## config.mk

```make
export PLATFORM = sky130hd
export DESIGN_NAME = ads127l01_seq
export DESIGN_NICKNAME = d
export VERILOG_FILES = /design/src/rtl/ads127l01_seq.sv
export SDC_FILE = /design/constraint.sdc
export NUM_CORES = 1
export LEC_CHECK = 0
export ABC_AREA = 1
export BUFFER_PORTS_ARGS = -buffer_cell sky130_fd_sc_hd__buf_2
export CAP_MARGIN = 20
export CORE_ASPECT_RATIO = 0.7
export CORE_UTILIZATION = 35
export DETAILED_ROUTE_END_ITERATION = 6
export RECOVER_POWER = 25
export SLEW_MARGIN = 0
export SYNTH_ARGS = -nofsm -noshare
export SYNTH_HDL_FRONTEND = slang
export SYNTH_SLANG_ARGS = --single-unit
```

## constraint.sdc

```tcl
create_clock -name clk -period 2.5 [get_ports clk]
set_input_delay 0.25 -clock clk [delete_from_list [all_inputs] [get_ports clk]]
set_output_delay 0.25 -clock clk [all_outputs]
set_load 0.03 [all_outputs]
```

## src/rtl/ads127l01_seq.sv

```systemverilog
// ADS127L01 acquisition sequencer: power-up reset/settle, gated or continuous
// capture run, and an fsync watchdog that latches a fault on a stalled converter.
module ads127l01_seq #(
    parameter int unsigned RST_CYC    = 64,
    parameter int unsigned SETTLE_CYC = 4096,
    parameter int unsigned WD_CYC     = 65536,
    parameter int unsigned BW         = 16
) (
    input  logic          clk,
    input  logic          rst_n,
    input  logic          cmd_go,
    input  logic          cmd_stop,
    input  logic [1:0]    cfg_osr,
    input  logic [1:0]    cfg_filter,
    input  logic          cfg_hr,
    input  logic [BW-1:0] cfg_nblk,
    input  logic          fsync,
    input  logic          blk_last,
    output logic          adc_reset_n,
    output logic          adc_start,
    output logic [1:0]    adc_osr,
    output logic [1:0]    adc_filter,
    output logic          adc_hr,
    output logic          cap_en,
    output logic          busy,
    output logic          done,
    output logic          fault,
    output logic [BW-1:0] blk_cnt
);

    typedef enum logic [2:0] {
        S_IDLE, S_RST, S_SETTLE, S_RUN, S_DRAIN, S_FAULT
    } state_t;

    state_t        state, state_d;
    logic [31:0]   cnt, cnt_d;
    logic [BW-1:0] nblk_q;
    logic          fsync_p0, fsync_p1, fsync_p2;
    logic          fsync_rise;
    logic          go_acc, final_blk;
    logic          reset_n_d, run_d, busy_d, done_d, fault_d;

    function automatic logic [BW-1:0] sat_inc(input logic [BW-1:0] v);
        return (&v) ? v : v + 1'b1;
    endfunction

    assign go_acc     = cmd_go && (state == S_IDLE || state == S_FAULT);
    assign fsync_rise = fsync_p1 && !fsync_p2;
    assign final_blk  = blk_last && (nblk_q != '0) && (sat_inc(blk_cnt) == nblk_q);

    // fsync stage p0/p1: two-flop synchronizer; p2: edge-detect history
    always_ff @(posedge clk or negedge rst_n) begin
        if (!rst_n) begin
            fsync_p0 <= 1'b0;
            fsync_p1 <= 1'b0;
            fsync_p2 <= 1'b0;
        end else begin
            fsync_p0 <= fsync;
            fsync_p1 <= fsync_p0;
            fsync_p2 <= fsync_p1;
        end
    end

    always_ff @(posedge clk or negedge rst_n) begin
        if (!rst_n) begin
            adc_osr    <= '0;
            adc_filter <= '0;
            adc_hr     <= 1'b0;
            nblk_q     <= '0;
            blk_cnt    <= '0;
        end else if (go_acc) begin
            adc_osr    <= cfg_osr;
            adc_filter <= cfg_filter;
            adc_hr     <= cfg_hr;
            nblk_q     <= cfg_nblk;
            blk_cnt    <= '0;
        end else if (state == S_RUN && blk_last) begin
            blk_cnt    <= sat_inc(blk_cnt);
        end
    end

    // State register; pin outputs are registered from the next state so they are glitch-free
    always_ff @(posedge clk or negedge rst_n) begin
        if (!rst_n) begin
            state       <= S_IDLE;
            cnt         <= '0;
            adc_reset_n <= 1'b0;
            adc_start   <= 1'b0;
            cap_en      <= 1'b0;
            busy        <= 1'b0;
            done        <= 1'b0;
            fault       <= 1'b0;
        end else begin
            state       <= state_d;
            cnt         <= cnt_d;
            adc_reset_n <= reset_n_d;
            adc_start   <= run_d;
            cap_en      <= run_d;
            busy        <= busy_d;
            done        <= done_d;
            fault       <= fault_d;
        end
    end

    // cnt times RST and SETTLE, and serves as the fsync watchdog in RUN
    always_comb begin
        state_d = state;
        cnt_d   = cnt + 32'd1;
        case (state)
            S_IDLE, S_FAULT: begin
                cnt_d = '0;
                if (cmd_go) state_d = S_RST;
            end
            S_RST: begin
                if (cmd_stop) begin
                    state_d = S_IDLE;
                end else if (cnt == RST_CYC - 1) begin
                    state_d = S_SETTLE;
                    cnt_d   = '0;
                end
            end
            S_SETTLE: begin
                if (cmd_stop) begin
                    state_d = S_IDLE;
                end else if (cnt == SETTLE_CYC - 1) begin
                    state_d = S_RUN;
                    cnt_d   = '0;
                end
            end
            S_RUN: begin
                if (fsync_rise) cnt_d = '0;
                // final block wins over both stop and watchdog expiry
                if (final_blk || cmd_stop)
                    state_d = S_DRAIN;
                else if (!fsync_rise && cnt == WD_CYC - 1)
                    state_d = S_FAULT;
            end
            S_DRAIN: begin
                cnt_d   = '0;
                state_d = S_IDLE;
            end
            default: begin
                cnt_d   = '0;
                state_d = S_IDLE;
            end
        endcase
    end

    always_comb begin
        reset_n_d = (state_d != S_RST);
        run_d     = (state_d == S_RUN);
        busy_d    = (state_d == S_RST) || (state_d == S_SETTLE) ||
                    (state_d == S_RUN) || (state_d == S_DRAIN);
        done_d    = (state == S_DRAIN) && (state_d == S_IDLE);
        fault_d   = (state_d == S_FAULT);
    end

endmodule

```

Word-level counts from Yosys, hierarchy flattened --
Index checks and enable logic that the tools add are counted.
Storage, ports and cells: input bits 27, register bits 80, word-level logic and storage cells 69, output and inout port bits 27
Cells by class: add/subtract/negate cells 2, reductions and logical operators 20, mux-type cells 17, equality and inequality tests 15
Operator list (number):
- two-way mux 32 bit | 5
- case mux 32 bit (3 select lines) | 1
- two-way mux 16 bit | 3
- adder 32 x 1 -> 32 bit (second input constant) | 1
- == test 32 x 12 -> 1 bit (second input constant) | 1
- == test 32 x 16 -> 1 bit (second input constant) | 1
- == test 32 x 6 -> 1 bit (second input constant) | 1
- two-way mux 3 bit | 7
- adder 16 x 1 -> 16 bit (second input constant) | 1
- == test 16 bit | 1
- AND reduction 16 bit | 1
- nonzero test 16 bit | 1
- == test 3 x 2 -> 1 bit (second input constant) | 4
- == test 3 bit (second input constant) | 4
- case mux 3 bit (4 select lines) | 1
- logical AND 1 bit | 7
- == test 3 x 1 -> 1 bit (second input constant) | 2
- logical NOT 3 bit | 2
- logical OR 1 bit | 5
- != test 3 x 1 -> 1 bit (second input constant) | 1
- logical NOT 1 bit | 2
- nonzero test 2 bit | 1
- OR reduction 2 bit | 1

Logic depth before layout (Yosys ltp) --
depth in word-level cells 11, gate-level depth with buffers 20, mapped depth without buffers 19

Worst setup path after synthesis --
OpenSTA, ideal clock, no wires.
path kind reg-to-reg, from reg blk_cnt[0], to reg busy, arrival time 2.219 ns, setup slack 0.168 ns, library setup time 0.113 ns, cell stages (with the launch flop) 18, period minus slack after synthesis 2.332 ns, data required time 2.387 ns, path buffers 1, path through dfrtp_1 > ha_1 > nand3_2 > nor2_4 > nand2_4 > buf_6 > nand3_1 > nand2_1 > nor2_1 > nand2_1 > nor2_1 > nand4_2 > nand3_2 > nand2_4 > nor2_1 > nand2_1 > nand2_1 > inv_1
On the way: longest elaborated chain between the ends 11, elaborated cells on any way between the ends 15, those cells by class 1 x add/sub; 5 x eq/ne; 3 x mux; 6 x reduce/logical
Ends and longest elaborated chain:
- start: declaration | RTL line 28 | output logic [BW-1:0] blk_cnt
- start signal: assignment | RTL line 78 | blk_cnt <= sat_inc(blk_cnt);
- adder 16 x 1 -> 16 bit or AND reduction 16 bit (tied branches) | RTL line 44 | return (&v) ? v : v + 1'b1;
- two-way mux 16 bit (*)
- == test 16 bit (*) | RTL line 49 | assign final_blk = blk_last && (nblk_q != '0) && (sat_inc(blk_cnt) == nblk_q);
- logical AND 1 bit (*) | RTL line 49
- logical OR 1 bit (*) | RTL line 133 | if (final_blk || cmd_stop)
- two-way mux 3 bit (*) | RTL line 133
- case mux 3 bit (4 select lines) (*) | RTL line 109 | case (state)
- named net state_d[0] | RTL line 35 | state_t state, state_d;
- == test 3 x 1 -> 1 bit or == test 3 x 2 -> 1 bit (tied branches) | RTL line 152 | busy_d = (state_d == S_RST) || (state_d == S_SETTLE) ||
- logical OR 1 bit (2 in series) | RTL line 152
- logical OR 1 bit (*) | RTL line 153 | (state_d == S_RUN) || (state_d == S_DRAIN);
- named net busy_d | RTL line 41 | logic reset_n_d, run_d, busy_d, done_d, fault_d;
- end signal: assignment | RTL line 99 | busy <= busy_d;
- end: declaration | RTL line 25 | output logic busy,
The timed path passes the listed nets; every way through them passes the cells marked *. A chain may end at the register's enable or synchronous reset.

Final worst setup path --
from reg blk_cnt[1], to reg busy
Same word-level chain as after synthesis.

==> run_results.csv <==
group,metric,value,unit
routing,drtAntennaViolNets,0,
power_and_ir_drop,power_density,750,mW/mm²
critical_path,critPathRequiredTime,2730,ps
critical_path,worst_path_largest_cell_delay,400,ps
critical_path,crit_fanout,5,
clocking,clk_path_buf_depth,2,
timing,finalCriticalPeriod,2420,ps
synth,syn_area_per_cell,7.41,µm²
critical_path,critical-path-slowest-cell,"sky130_fd_sc_hd__dfrtp_2",
grt,overflow,0,
finish,finalNetCount,739,
floorplan,dieArea,0.0138,mm²
synth,synth_async_sr_flop_share,100,%
critical_path,worstSetupPathType,"flop to flop",
synth,synthSimpleGateAreaFrac,37.0,%
synth,synth_area_in_xor_xnor,3.95,%
synth,synth_most_common_cell,"sky130_fd_sc_hd__nand2_1",
routing,detail_route.vias_per_cell,5.12,
timing,fmax,412,MHz
floorplan,coreArea,0.0127,mm²
critical_path,worst-path-buf-inv,2,
finish,drive_gt1_share,23.4,%
clocking,numCtsBuffers,9,
run,cap_violations,0,
synth,synth-adder-area-share,0.538,%
critical_path,timing.critical_path.max_delay_family,"simple AND/OR/NAND/NOR gates",
synth,synth_cell_count_leaders,"134 x sky130_fd_sc_hd__nand2_1, 95 x sky130_fd_sc_hd__nor2_1, 83 x sky130_fd_sc_hd__inv_1",
hold_path,hold_depth,2,
grt,grt_max_degree,50,
synth,yosys_warnings,0,
timing,rsz0062_at_grt,"true",
placed_design,dpl_cell_area,0.00516,mm²
synth,synth_cell_type_count,36,
synth,yosys_most_used_dff,"sky130_fd_sc_hd__dfrtp_1",
synth,synth.mux.area_fraction,1.21,%
floorplan,rows,34,
timing,setup_viol,0,
routing,drt-wirelength-per-cell,14.9,µm
synth,post_synth_inst_count,628,
floorplan,design.portCount,54,
power_and_ir_drop,leakagePower,2.79,nW
timing,whs,141,ps
placed_design,detailed_placement_hpwl,9290,µm
critical_path,timing.critical_path.cells,"ha_4 -> nand3_4 -> nor2_4 -> nand2_4 -> buf_6 -> nand2_2 -> nand2_1 -> nand2_1 -> nand3_1 -> nor2_1 -> nand4_2 -> nand3_2 -> nand2_4 -> nor2_4 -> nand2_1 -> nand2_1 -> inv_1",
synth,post_synthesis_instance_area,0.00465,mm²
synth,synth_top_area_share,43.0,%
placed_design,gp_routability_congestion,0.898,
routing,detail_route.drc_violations,0,
critical_path,cp.depth,17,
critical_path,start_kind,"flop",
critical_path,worstRegToRegCells,17,
timing,hold_violations,0,
timing,setup_tns,0,ps
routing,wirelength,13100,µm
grt,grt_pass1_vias,4073,
synth,dominant_combinational_cell_family_by_area_after_synthesis,"simple AND/OR/NAND/NOR gates",
critical_path,worstPathArrival,2660,ps
synth,synth_nets,657,
power_and_ir_drop,peakVddDrop,0.653,mV
critical_path,timing.reg2reg.setup_slack,80,ps
outcome,run_status,"complete, no violations",
routing,num_vias,4492,
clocking,cts_tree,"built",
hold_path,min_path_type,"input port to flop",
synth,area_fraction_in_compound_gates_after_synthesis,5.51,%
critical_path,timing.critical_path.mode_cell,"sky130_fd_sc_hd__nand2_1",
grt,grt_antenna_before_repair,0,
finish,fin_area,0.00582,mm²
synth,count_of_flip_flops_with_a_built_in_enable_after_synthesis,0,
finish,n_diodes,0,
grt,track_usage,19.2,%
power_and_ir_drop,power,4.36,mW
synth,synth-seq-cells,80,
clocking,htree_levels,3,
timing,min_period_over_period,97.0,%
clocking,tritoncts_num_sinks,80,
synth,synthDominantAreaCellType,"sky130_fd_sc_hd__dfrtp_1",
critical_path,worst_setup_ep_type,"flop",
routing,detailedRoute.firstPassIterationCount,5,
timing,slew_viol_final,0,
floorplan,fp.dieW,140,µm
floorplan,chipHeight,98.5,µm
synth,synthTopCellsByArea,"sky130_fd_sc_hd__dfrtp_1 43%, sky130_fd_sc_hd__nand2_1 11%, sky130_fd_sc_hd__nor2_1 7.7%",
routing,dr.first_iter.drc_count,402,
finish,fillers,1268,
floorplan,initial_utilization,36.7,%
clocking,worst_skew_pair.late_latency,340,ps
clocking,clk_transition_reported_paths,60,ps
placed_design,io_buffers,53,
timing,worst_slew_pin_slew,1260,ps
synth,synth_seq_area_share,43.0,%
finish,synthToLayoutAreaGrowth,25.1,%
clocking,cts-root-buf,"sky130_fd_sc_hd__clkbuf_16",
timing,skew,6.82,ps
timing,worst_slew_margin_rel,16.0,%
grt,wire_length_of_the_first_global_routing_pass,20600,µm
==> final timing paths <==
check                              to        from
setup / recovery                 busy  blk_cnt[1]
hold / removal             adc_osr[1]  cfg_osr[1]
setup reg to reg                 busy  blk_cnt[1]
hold reg to reg              fsync_p1    fsync_p0
max in group asynchronous  blk_cnt[6]       rst_n
min in group asynchronous     cnt[10]       rst_n
==> power breakdown <==
group	switching, mW	total, mW	leakage, nW	internal (mW)
clock network	0.537	1.44	0.152	0.901
registers	0.134	1.64	1.02	1.51
logic	0.807	1.28	1.62	0.477
==> what timing repair did <==
item / CTS / global route
buffers inserted: 0 / 14
setup endpoints to repair: 0 / 38
gates resized for setup: 0 / 47
endpoints found under the hold margin: 48 / 1
hold buffers: 1 / 1
==> placed cells by master (no fill, tap or decap), types with 12 or more instances in the layout <==
cell type                   n
sky130_fd_sc_hd__inv_1     83
sky130_fd_sc_hd__nor3_1    19
sky130_fd_sc_hd__a21oi_1   20
sky130_fd_sc_hd__xor2_1    13
sky130_fd_sc_hd__nand2_2   15
sky130_fd_sc_hd__nor2_1    88
sky130_fd_sc_hd__nand4_1   20
sky130_fd_sc_hd__dfrtp_1   68
sky130_fd_sc_hd__dfrtp_2   12
sky130_fd_sc_hd__buf_2     52
sky130_fd_sc_hd__nand3_1   61
sky130_fd_sc_hd__nand2_1  129
sky130_fd_sc_hd__o21ai_0   14
sky130_fd_sc_hd__buf_4     23
==> state kept, by name, summed over array words and instances, names as in the netlist <==
register,cells
adc_hr,1
blk_cnt,16
adc_filter,2
fsync_p1,1
adc_osr,2
busy,1
fault,1
adc_reset_n,1
state,3
fsync_p2,1
fsync_p0,1
cap_en,1
done,1
nblk_q,16
cnt,32
==> kinds of logic (layout without fill, tap and decap cells) <==
group	after synthesis	after routing
compound gates	44	44
xor+xnor	21	21
fa+ha+maj	2	2
buf+inv	101	187
flops	80	80
mux	5	5
simple gates	375	376
==> per-stage QoR <==
| step | utilization, % | setup slack, ps | std cells |
|---|---|---|---|
| after floorplan | - | 168 | 628 |
| after global placement | 40.7 | 133 | 842 |
| after detailed placement | 40.7 | 57.7 | 842 |
| after CTS | 43.4 | 38.6 | 859 |
| after global routing | 45.9 | -51.2 | 877 |
| final | 45.9 | 75.6 | 877 |
==> cell type report <==
type	instances	area [µm²]	area share [%]
clock buffers	11	243	4.17
clock inverters	5	80.1	1.38
inverters	88	333	5.72
multi-input cells	448	2400	41.2
flip-flops and latches	80	2020	34.7
well taps	162	203	3.48
repair buffers	83	546	9.37
==> per-layer routing <==
| layer | track usage [%] | vias to the layer above | routed length, µm |
|---|---|---|---|
| li1 | - | 2187 | - |
| met1 | 30.9 | 2144 | 7040 |
| met2 | 24.8 | 148 | 5110 |
| met3 | 3.74 | 13 | 806 |
| met4 | 6.00 | 0 | 138 |
| met5 | 0 | - | 0 |
Note: power is estimated with default switching activity, not from simulation.
